<file path="src/rtl/legv8_pkg.sv">
// Shared LEGv8 decode definitions: opcodes, ALUOp encodings and the
// control bundle produced by the main decoder.
package legv8_pkg;

  localparam logic [10:0] OP_AND  = 11'b10001010000;
  localparam logic [10:0] OP_ORR  = 11'b10101010000;
  localparam logic [10:0] OP_ADD  = 11'b10001011000;
  localparam logic [10:0] OP_SUB  = 11'b11001011000;
  localparam logic [10:0] OP_NOR  = 11'b11101010000;
  localparam logic [10:0] OP_LDUR = 11'b11111000010;
  localparam logic [10:0] OP_STUR = 11'b11111000000;
  // CBZ matches on the upper 8 bits; the low 3 opcode bits belong to the offset.
  localparam logic [7:0]  OP_CBZ_HI = 8'b10110100;

  localparam logic [1:0] ALUOP_MEM = 2'b00;
  localparam logic [1:0] ALUOP_BR  = 2'b01;
  localparam logic [1:0] ALUOP_R   = 2'b10;

  localparam logic [4:0] XZR = 5'd31;

  typedef struct packed {
    logic       alusrc;
    logic       memread;
    logic       memwrite;
    logic       memtoreg;
    logic       regwrite;
    logic       branch;
    logic [1:0] aluop;
    logic       reg2loc;
    logic       uses_rn;
    logic       uses_r2;
    logic       legal;
  } ctrl_t;

endpackage

</file>
<file path="src/rtl/main_decoder.sv">
// Combinational main control decoder: 11-bit opcode to control bundle.
// Unrecognised opcodes decode to all-zero controls with legal=0.
module main_decoder
  import legv8_pkg::*;
(
  input  logic [10:0] i_opcode,
  output ctrl_t       o_ctrl
);

  always_comb begin
    // NOTE: every field gets a default before the decode so no path can infer a latch.
    o_ctrl = '0;
    if (i_opcode[10:3] == OP_CBZ_HI) begin
      o_ctrl.aluop   = ALUOP_BR;
      o_ctrl.branch  = 1'b1;
      o_ctrl.reg2loc = 1'b1;
      o_ctrl.uses_r2 = 1'b1;
      o_ctrl.legal   = 1'b1;
    end else begin
      case (i_opcode)
        OP_AND, OP_ORR, OP_ADD, OP_SUB, OP_NOR: begin
          o_ctrl.aluop    = ALUOP_R;
          o_ctrl.regwrite = 1'b1;
          o_ctrl.uses_rn  = 1'b1;
          o_ctrl.uses_r2  = 1'b1;
          o_ctrl.legal    = 1'b1;
        end
        OP_LDUR: begin
          o_ctrl.aluop    = ALUOP_MEM;
          o_ctrl.alusrc   = 1'b1;
          o_ctrl.memread  = 1'b1;
          o_ctrl.memtoreg = 1'b1;
          o_ctrl.regwrite = 1'b1;
          o_ctrl.uses_rn  = 1'b1;
          o_ctrl.legal    = 1'b1;
        end
        OP_STUR: begin
          o_ctrl.aluop    = ALUOP_MEM;
          o_ctrl.alusrc   = 1'b1;
          o_ctrl.memwrite = 1'b1;
          o_ctrl.reg2loc  = 1'b1;
          o_ctrl.uses_rn  = 1'b1;
          o_ctrl.uses_r2  = 1'b1;
          o_ctrl.legal    = 1'b1;
        end
        default: o_ctrl = '0;
      endcase
    end
  end

endmodule

</file>
<file path="src/rtl/id_control_stage.sv">
// ID-stage control: main decode, load-use hazard detection, ID/EX control
// register with bubble insertion, sticky illegal-opcode flag and stall counter.
module id_control_stage
  import legv8_pkg::*;
#(
  parameter int CNT_W = 16
) (
  input  logic             clk,
  input  logic             rst_n,
  input  logic             id_valid,
  input  logic [10:0]      id_opcode,
  input  logic [4:0]       id_rn,
  input  logic [4:0]       id_rm,
  input  logic [4:0]       id_rt,
  input  logic             flush,
  output logic             reg2loc,
  output logic             stall,
  output logic             ex_valid,
  output logic             ex_alusrc,
  output logic             ex_memread,
  output logic             ex_memwrite,
  output logic             ex_memtoreg,
  output logic             ex_regwrite,
  output logic             ex_branch,
  output logic [1:0]       ex_aluop,
  output logic [10:0]      ex_opcode,
  output logic [4:0]       ex_rd,
  output logic             illegal_op,
  output logic [CNT_W-1:0] stall_count
);

  ctrl_t      w_ctrl;
  logic [4:0] w_r2_addr;
  logic       w_hz;
  logic       w_stall;
  logic       w_load;

  logic             r_ex_valid;
  logic             r_ex_alusrc;
  logic             r_ex_memread;
  logic             r_ex_memwrite;
  logic             r_ex_memtoreg;
  logic             r_ex_regwrite;
  logic             r_ex_branch;
  logic [1:0]       r_ex_aluop;
  logic [10:0]      r_ex_opcode;
  logic [4:0]       r_ex_rd;
  logic             r_illegal;
  logic [CNT_W-1:0] r_stall_count;

  main_decoder u_main_decoder (
    .i_opcode (id_opcode),
    .o_ctrl   (w_ctrl)
  );

  assign w_r2_addr = w_ctrl.reg2loc ? id_rt : id_rm;

  // Only a real load writing a real register can create a load-use hazard.
  assign w_hz = r_ex_valid && r_ex_memread && (r_ex_rd != XZR)
             && id_valid && w_ctrl.legal
             && ((w_ctrl.uses_rn && (r_ex_rd == id_rn))
              || (w_ctrl.uses_r2 && (r_ex_rd == w_r2_addr)));

  assign w_stall = w_hz && !flush;
  assign w_load  = id_valid && w_ctrl.legal && !flush && !w_stall;

  always_ff @(posedge clk or negedge rst_n) begin
    if (!rst_n) begin
      r_ex_valid    <= 1'b0;
      r_ex_alusrc   <= 1'b0;
      r_ex_memread  <= 1'b0;
      r_ex_memwrite <= 1'b0;
      r_ex_memtoreg <= 1'b0;
      r_ex_regwrite <= 1'b0;
      r_ex_branch   <= 1'b0;
      r_ex_aluop    <= 2'b00;
      r_ex_opcode   <= '0;
      r_ex_rd       <= '0;
    end else if (w_load) begin
      // NOTE: sequential state uses non-blocking assignments so every register samples pre-edge values.
      r_ex_valid    <= 1'b1;
      r_ex_alusrc   <= w_ctrl.alusrc;
      r_ex_memread  <= w_ctrl.memread;
      r_ex_memwrite <= w_ctrl.memwrite;
      r_ex_memtoreg <= w_ctrl.memtoreg;
      r_ex_regwrite <= w_ctrl.regwrite;
      r_ex_branch   <= w_ctrl.branch;
      r_ex_aluop    <= w_ctrl.aluop;
      r_ex_opcode   <= id_opcode;
      r_ex_rd       <= id_rt;
    end else begin
      r_ex_valid    <= 1'b0;
      r_ex_alusrc   <= 1'b0;
      r_ex_memread  <= 1'b0;
      r_ex_memwrite <= 1'b0;
      r_ex_memtoreg <= 1'b0;
      r_ex_regwrite <= 1'b0;
      r_ex_branch   <= 1'b0;
      r_ex_aluop    <= 2'b00;
      r_ex_opcode   <= '0;
      r_ex_rd       <= '0;
    end
  end

  always_ff @(posedge clk or negedge rst_n) begin
    if (!rst_n) begin
      r_illegal     <= 1'b0;
      r_stall_count <= '0;
    end else begin
      if (id_valid && !w_ctrl.legal && !flush && !w_stall) begin
        r_illegal <= 1'b1;
      end
      if (w_stall && (r_stall_count != {CNT_W{1'b1}})) begin
        r_stall_count <= r_stall_count + CNT_W'(1);
      end
    end
  end

  assign reg2loc     = w_ctrl.reg2loc;
  assign stall       = w_stall;
  assign ex_valid    = r_ex_valid;
  assign ex_alusrc   = r_ex_alusrc;
  assign ex_memread  = r_ex_memread;
  assign ex_memwrite = r_ex_memwrite;
  assign ex_memtoreg = r_ex_memtoreg;
  assign ex_regwrite = r_ex_regwrite;
  assign ex_branch   = r_ex_branch;
  assign ex_aluop    = r_ex_aluop;
  assign ex_opcode   = r_ex_opcode;
  assign ex_rd       = r_ex_rd;
  assign illegal_op  = r_illegal;
  assign stall_count = r_stall_count;

endmodule

</file>
<file path="config.mk">
export PLATFORM = sky130hd
export DESIGN_NAME = id_control_stage
export DESIGN_NICKNAME = d
export VERILOG_FILES = /design/src/rtl/legv8_pkg.sv /design/src/rtl/main_decoder.sv /design/src/rtl/id_control_stage.sv
export SDC_FILE = /design/constraint.sdc
export NUM_CORES = 1
export LEC_CHECK = 0
export CORE_UTILIZATION = 60
export DETAILED_ROUTE_END_ITERATION = 10
export DONT_BUFFER_PORTS = 1
export PLACE_DENSITY_LB_ADDON = 0.15
export SYNTH_ARGS = -nofsm -noshare
export SYNTH_HDL_FRONTEND = slang
export SYNTH_SLANG_ARGS = --single-unit
</file>
<file path="constraint.sdc">
create_clock -name clk -period 6.5 [get_ports clk]
set_input_delay 0.975 -clock clk [delete_from_list [all_inputs] [get_ports clk]]
set_output_delay 0.975 -clock clk [all_outputs]
set_load 0.005 [all_outputs]
</file>
==> results of run 1 <==
## cell families after synthesis
kind of cell               after synthesis  synth area share (%)
buffers and inverters                   11                  3.02
muxes                                    1                 0.578
DFF                                     40                  51.4
and+or+nand+nor                         77                  24.3
AOI/OAI and AO/OA                       17                  7.51
adders and majority gates                1                 0.642
xor gates and xnor gates                28                  12.6
## registers in the layout (all words and copies together) (netlist names)
signal	cells
ex_opcode	11
ex_memwrite	1
stall_count	16
illegal_op	1
ex_aluop	1
ex_memread	1
ex_regwrite	1
ex_rd	5
ex_alusrc	1
ex_branch	1
ex_valid	1
## synth_stat cells, types with 2 or more instances
library cell  count  share of area [%]
a21o_1            3                1.2
a21oi_1           2               0.51
a22oi_1           2               0.77
and2_1           20                6.4
and3_1            8                2.6
and4b_1           2                1.0
buf_4             2               0.77
clkbuf_1          3               0.58
dfrtp_1          40                 51
inv_1             3               0.58
nand2_1           6                1.2
nand3_1          11                2.8
nand4_1           5                1.6
nor2_1            5               0.96
nor2b_1           5                1.6
nor3_1            5                1.3
xnor2_1          16                7.2
xor2_1           12                5.4
## where the power goes
part           total [W]  switching [W]  internal (W)
logic          0.0000102     0.00000466    0.00000557
clock network   0.000121      0.0000795     0.0000416
registers       0.000249    0.000000122      0.000249
total           0.000380      0.0000842      0.000296
## through the flow
stage	hold WS, ps	instances	util, %	setup slack (ps)
after global placement	489	211	63.5	2890
after floorplan	451	175	-	3150
final	305	219	65.4	2820
after global routing	273	219	65.4	2650
after detailed placement	494	211	63.5	2720
after CTS	295	219	65.4	2840
## cell usage in the layout (no fill, tap or decap), types with 2 or more instances in the layout
| master | count |
|---|---|
| and4b_1 | 2 |
| nor2b_1 | 5 |
| a21oi_1 | 2 |
| nor3_1 | 5 |
| nand2_1 | 6 |
| inv_1 | 3 |
| nor2_1 | 5 |
| clkbuf_4 | 5 |
| and2_1 | 20 |
| xnor2_1 | 16 |
| clkinv_2 | 2 |
| a21o_1 | 3 |
| dfrtp_1 | 40 |
| nand4_1 | 5 |
| nand3_1 | 11 |
| and3_1 | 8 |
| a22oi_1 | 2 |
| xor2_1 | 12 |
## worst max-delay path by stage
stage | start | endpoint | slack (ps)
after global placement | id_opcode[5] | ex_memwrite | 2890
after CTS | id_opcode[5] | stall | 2840
final | id_opcode[5] | stall | 2820
after global routing | id_opcode[3] | stall | 2650
after floorplan | id_opcode[5] | stall | 3150
after detailed placement | id_opcode[5] | ex_memwrite | 2720
## layer usage
layer	vias up	track usage (%)	wire length (um)
li1	606	-	-
met5	-	0	0
met1	641	28.9	1390
met4	0	13.3	76
met3	8	9.17	381
met2	73	33.1	1760
## final cells by class
type | count | area, um^2
Tap cell | 44 | 55.1
Fill cell | 258 | 1070
Multi-Input combinational cell | 124 | 888
Clock buffer | 5 | 37.5
Clock inverter | 3 | 18.8
Sequential cell | 40 | 1000
Inverter | 3 | 11.3
==> metrics.cfg, run 1 <==
[clock_network]
clkTransAtPathRegs_ps = 120
clockRootBuffer = clkbuf_4
ctsResizeCount = 0
clockBufferDepth = 2
worstSkewPairLatency_ps = 340
clkSinkCount = 40
htree_levels = 2
holdBufCountCts = 0
cts_buffers = 5
cts_setup_buffers = 0
tritoncts = yes

[die]
die_h_um = 59.0
die_w_um = 59.0
fp.dieArea_um2 = 3480
core_um2 = 3080
ios = 74
rows = 20
start_util_pct = 63.3

[setup_path]
crit_family = simple AND/OR/NAND/NOR gates
slowest_delay_ps = 570
path_buf_inv = 0
cp_data_required_time_ps = 5520
r2r_slack_ps = 3530
cp.arrival_ps = 2710
crit_path_end_kind = output port
reg2reg_depth = 7
crit_type = primary input to output port
critPathSlowestCell = nor4b_2
crit_chain = nor4b_2 > and4b_1 > a32o_1 > nor4_2 > a31oi_1 > nor2_1
crit_cells = 6
r2r_end = stall_count[1]
cp-start-kind = primary input
critPathMaxFanout = 7
timing.rr.start = ex_rd[0]

[timing]
fin_setup_tns_ps = 0
maxSlewViolCount = 0
relSlewSlack_pct = 31.3
min_period_over_period_pct = 56.7
rsz0062_at_grt = false
finalSetupViolCount = 0
fin_crit_ps = 3680
tightest_slew_ps = 1030
hold_violations = 0
max_freq_mhz = 271
clock_skew_ps = 8.92

[global_route]
grt_util_all_layers_pct = 22.9
grt_pass1_vias = 1312
antenna_found_initial = 0
grt_max_degree = 41
grt_overflow_total = 0
grt_first_pass_wirelength_um = 5910

[finish]
nets = 205
area_delta_synth_final_pct = 3.28
fin_area_um2 = 2010
layout-drive-gt1-share_pct = 7.43
n_antenna_cell = 0

[drt]
vias = 1328
drt_wl_total_um = 3610
dr.pass1.iters = 4
ant_nets = 0
via_per_inst = 6.06
wl_per_cell_um = 16.5
drc = 0
drtIter0Drc = 53

[placement]
place_area_um2 = 1960
gp_congestion = 0.885
dp_hpwl_um = 2760
portBuffers = 0

[min_path]
hp-class = primary input to async pin

[power]
peakVddDrop_mv = 0.104
powerDensity_nw_per_um2 = 189
p_leak_nw = 0.929
finalPower_w = 0.000380

[logic_synthesis]
synth_edf_count = 0
netlist_area_um2 = 1950
synth_ff_type = dfrtp_1
synthArstFlopShare_pct = 100
synth_seq_cells = 40
syn_area_per_cell_um2 = 11.1
syn_nets = 206
yosysUniqueCellTypes = 43
ys_warn_count = 0
postSynthCellCount = 175
ys_seq_area_share_pct = 51.4

[job]
maxCapViolations = 0

[status]
status = completed

Note: power is estimated with default switching activity, not from simulation.
==> inputs of run 2 (changes only) <==
CORE_UTILIZATION = 56   (was 60)
clock period = 3 ns   (was 6.5 ns; I/O delays follow)
==> run 2 against run 1 <==
Net effect: flip-flop and latch count unchanged; non-clock buffer count rose by 7; critical path depth unchanged.
==> metrics.cfg, run 2 (same netlist as run 1, synthesis figures left out) <==
[drt]
drt_wl_total_um = 3780
ant_nets = 0
wl_per_cell_um = 16.6
via_per_inst = 5.91
drc = 0
vias = 1348
dr.pass1.iters = 4
drtIter0Drc = 73

[timing]
maxSlewViolCount = 0
relSlewSlack_pct = 60.8
timing.final.ws_setup_ps = 180
fin_crit_ps = 2820
max_freq_mhz = 355
min_period_over_period_pct = 94.0
fin_setup_tns_ps = 0
rsz0062_at_grt = false
clock_skew_ps = 5.42
hold_violations = 0
finalSetupViolCount = 0
tightest_slew_ps = 581
hold_slack_ps = 224

[setup_path]
critPathSlowestCell = or4_1
crit_family = simple AND/OR/NAND/NOR gates
r2r_slack_ps = 240
critPathMaxFanout = 5
slowest_delay_ps = 520
cp-start-kind = flop
crit_chain = xor2_1 > or4_1 > a32o_1 > nor4_2 > a31oi_1 > nor2_1
cp_data_required_time_ps = 2550
path_buf_inv = 0
crit_type = flop to output port
crit_path_end_kind = output port
cp.arrival_ps = 2370

[power]
peakVddDrop_mv = 0.249
finalPower_w = 0.000918
powerDensity_nw_per_um2 = 437
p_leak_nw = 0.977

[clock_network]
cts_buffers = 5
worstSkewPairLatency_ps = 340
htree_levels = 2
clkTransAtPathRegs_ps = 110
clkSinkCount = 40
clockBufferDepth = 2
tritoncts = yes
clockRootBuffer = clkbuf_4

[die]
die_w_um = 61.0
rows = 21
start_util_pct = 58.4
fp.dieArea_um2 = 3720
ios = 74
core_um2 = 3340
die_h_um = 61.0

[placement]
place_area_um2 = 2000
detailedPlace.worstSlack_ps = 241
dp_hpwl_um = 2820
portBuffers = 0
gp_congestion = 0.763

[status]
status = completed

[finish]
area_delta_synth_final_pct = 7.90
fillers = 288
nets = 212
final_common_cell = dfrtp_1
n_antenna_cell = 0
largest_reg_flops = 16
layout-drive-gt1-share_pct = 9.89
layout_common_cells = dfrtp_1 (40), and2_1 (20), xnor2_1 (16), xor2_1 (12), nand3_1 (11)
fin_area_um2 = 2100

[global_route]
grt_first_pass_wirelength_um = 6080
grt_pass1_vias = 1281
grt_max_degree = 41
grt_overflow_total = 0
antenna_found_initial = 0
grt_util_all_layers_pct = 22.8

[job]
maxCapViolations = 0

[min_path]
hp-class = primary input to flop

[run 2: path summary, 6_finish.rpt]
check / from / to / cells after the start
worst max register to register: ex_rd[0] / stall_count[1] / 8
worst min-delay path: id_rt[3] / ex_rd[3] / 1
worst max-delay path: ex_rd[0] / stall / 6
max in group asynchronous: rst_n / ex_memwrite / 2
worst min register to register: illegal_op / illegal_op / 1
min in group asynchronous: rst_n / ex_opcode[8] / 2
[run 2: per-stage QoR]
stage,util [%],cells
floorplan,-,175
global placement,59.8,218
detailed placement,59.8,218
CTS,63.0,228
global route,63.0,228
finish,63.0,228
[run 2: what timing repair did]
action / in CTS / in global routing
resized for setup: 0 / 0
setup buffers: 0 / 0
hold buffers: 2 / 0
hold endpoints to repair: 40 / 0
[run 2: area by class of cell]
cell class                 count  area, um^2  share of cell area [%]
clock inverter                 2        35.0                    1.67
inverter                       3        11.3                   0.536
tap                           46        57.6                    2.74
clock buffer                   6        41.3                    1.96
sequential                    40        1000                    47.6
timing repair buffer           7        67.6                    3.21
multi-input combinational    124         888                    42.3
[run 2: per-layer routing]
| layer | part of all wire, % | vias up | GRT usage [%] |
|---|---|---|---|
| met5 | 0 | - | 0 |
| met4 | 3.2 | 0 | 11.4 |
| met3 | 9.0 | 17 | 7.89 |
| met2 | 47 | 74 | 34.2 |
| met1 | 41 | 635 | 29.2 |
| li1 | - | 622 | - |
[run 2: where the power goes]
group / internal [W] / total (W) / switching [W]
Combinational: 0.0000165 / 0.0000374 / 0.0000209
Sequential: 0.000539 / 0.000539 / 0.000000262
Clock: 0.000175 / 0.000342 / 0.000167
[run 2: worst reg2reg max path, cell delays in order, from the launching register on]
cell      delay [ps]
dfrtp_1          480
xor2_1           210
or4_1            520
a32o_1           230
nor4_2           200
a31oi_1          190
a311oi_4         260
buf_4            220
mux2_2           340
==> inputs of run 3 (changes only) <==
CORE_UTILIZATION = 60   (was 56)
clock period = 3.4 ns   (was 3 ns; I/O delays follow)
==> run 3 against run 2 <==
Net effect: critical path depth rose by 2; worst hold slack improved by 55 ps; critical endpoint is now stall_count[10]; combinational power shrank 10%; register-to-register slack improved by 90 ps; largest power group unchanged; flip-flop and latch count unchanged; core utilization rose by 5.3 points.
==> metrics.cfg, run 3 (same netlist as run 1, synthesis figures left out) <==
[status]
status = completed

[timing]
max_freq_mhz = 326
min_period_over_period_pct = 90.2
fin_setup_tns_ps = 0
timing.final.ws_setup_ps = 332
clock_skew_ps = 8.71
finalSetupViolCount = 0
rsz0062_at_grt = false
relSlewSlack_pct = 51.0
fin_crit_ps = 3070
maxSlewViolCount = 0
tightest_slew_ps = 725
hold_violations = 0

[die]
rows = 20
fp.dieArea_um2 = 3480
die_h_um = 59.0
ios = 74
core_um2 = 3080
start_util_pct = 63.3
die_w_um = 59.0

[setup_path]
path_buf_inv = 0
cp_data_required_time_ps = 3670
slowest_delay_ps = 630
r2r_end = stall_count[10]
cp.arrival_ps = 3340
critPathLaunch = ex_rd[0]
crit_chain = xor2_1 > or4_1 > a32o_1 > nor4_2 > a31oi_1 > a311oi_4 > nand4_1 > xnor2_1
critPathMaxFanout = 16
reg2reg_depth = 8
r2r_slack_ps = 330
timing.rr.start = ex_rd[0]
critPathSlowestCell = a311oi_4
crit_path_end_kind = flop
cp-start-kind = flop
crit_family = compound AO/OA/AOI/OAI gates
crit_type = flop to flop

[power]
netSwitchingFraction_pct = 20.1
finalPower_w = 0.000857
peakVddDrop_mv = 0.242
p_int_w = 0.000685
power_frac_clock_pct = 40.5
p_seq_share_pct = 55.5
p_leak_nw = 0.975
powerDensity_nw_per_um2 = 408
p_sw_w = 0.000172
p_comb_share_pct = 3.9

[global_route]
grt_pass1_vias = 1322
grt_util_all_layers_pct = 25.7
grt_first_pass_wirelength_um = 6530
antenna_found_initial = 0
grt_overflow_total = 0
grt_max_degree = 41

[placement]
gp_congestion = 0.812
portBuffers = 0
dp_hpwl_um = 2880
detailedPlace.worstSlack_ps = 381
placedCellCount = 214
place_area_um2 = 1980

[clock_network]
tritoncts = yes
clockRootBuffer = clkbuf_4
holdBufCountCts = 2
clkTransAtPathRegs_ps = 120
ctsResizeCount = 0
clockBufferDepth = 2
cts_setup_buffers = 0
worstSkewPairLatency_ps = 350
cts_buffers = 5
clkSinkCount = 40
htree_levels = 2

[min_path]
hold_depth = 1
hold_start = id_rt[2]
min_to = ex_rd[2]
hp-class = primary input to flop

[drt]
drtIter0Drc = 53
via_per_inst = 6.12
vias = 1371
wl_per_cell_um = 17.7
drt_wl_total_um = 3960
dr.pass1.iters = 5
ant_nets = 0
drc = 0

[finish]
n_antenna_cell = 0
final_common_cell = dfrtp_1
layout_common_cells = dfrtp_1 (40), and2_1 (20), xnor2_1 (16), xor2_1 (12), nand3_1 (11)
largest_reg_flops = 16
fin_area_um2 = 2100
fin_cells = 224
area_delta_synth_final_pct = 7.96
layout-drive-gt1-share_pct = 9.44
nets = 210

[job]
maxCapViolations = 0

run 3: power groups by stage:
| stage | sequential, W | combinational [W] | clock [W] |
|---|---|---|---|
| after global routing | 0.000476 | 0.0000377 | 0.000376 |
| after CTS | 0.000476 | 0.0000339 | 0.000353 |
| final | 0.000476 | 0.0000336 | 0.000348 |
| after detailed placement | 0.000485 | 0.0000205 | 0 |
| after global placement | 0.000485 | 0.0000191 | 0 |
| after floorplan | 0.000485 | 0.0000167 | 0 |
run 3: metal layers:
metal | wire length, um | GRT usage [%] | share of wire [%]
met5 | 0 | 0 | 0
met4 | 91 | 10.2 | 2.3
met1 | 1560 | 31.7 | 39
met3 | 403 | 10.5 | 10
met2 | 1900 | 40.3 | 48
run 3: worst register-to-register path, delay by kind of cell (launching register included):
kind	cells	cell delay (ps)
XOR/XNOR	2	430
flip-flops	1	470
AND/OR/NAND/NOR	3	1000
AO/OA/AOI/OAI	3	1070
run 3: cell type report:
type                       count  area, um^2
sequential                    40        1000
fill                         253         975
multi-input combinational    124         888
clock buffer                   7        65.1
tap                           44        55.1
timing repair buffer           5        52.6
clock inverter                 1        30.0
inverter                       3        11.3
run 3: stage by stage:
step	hold slack (ps)	utilization, %
6_report	279	68.3
4_1_cts	269	68.3
3_3_place_gp	215	64.3
3_5_place_dp	215	64.3
5_1_grt	256	68.3
2_1_floorplan	214	-
run 3: worst max-delay path by stage:
stage / end / slack, ps / cells past startpoint
2_1_floorplan: stall_count[12] / 790 / 9
3_3_place_gp: stall_count[1] / 480 / 7
3_5_place_dp: stall_count[10] / 380 / 8
4_1_cts: stall_count[10] / 330 / 8
5_1_grt: stall_count[10] / 200 / 8
6_report: stall_count[10] / 330 / 8
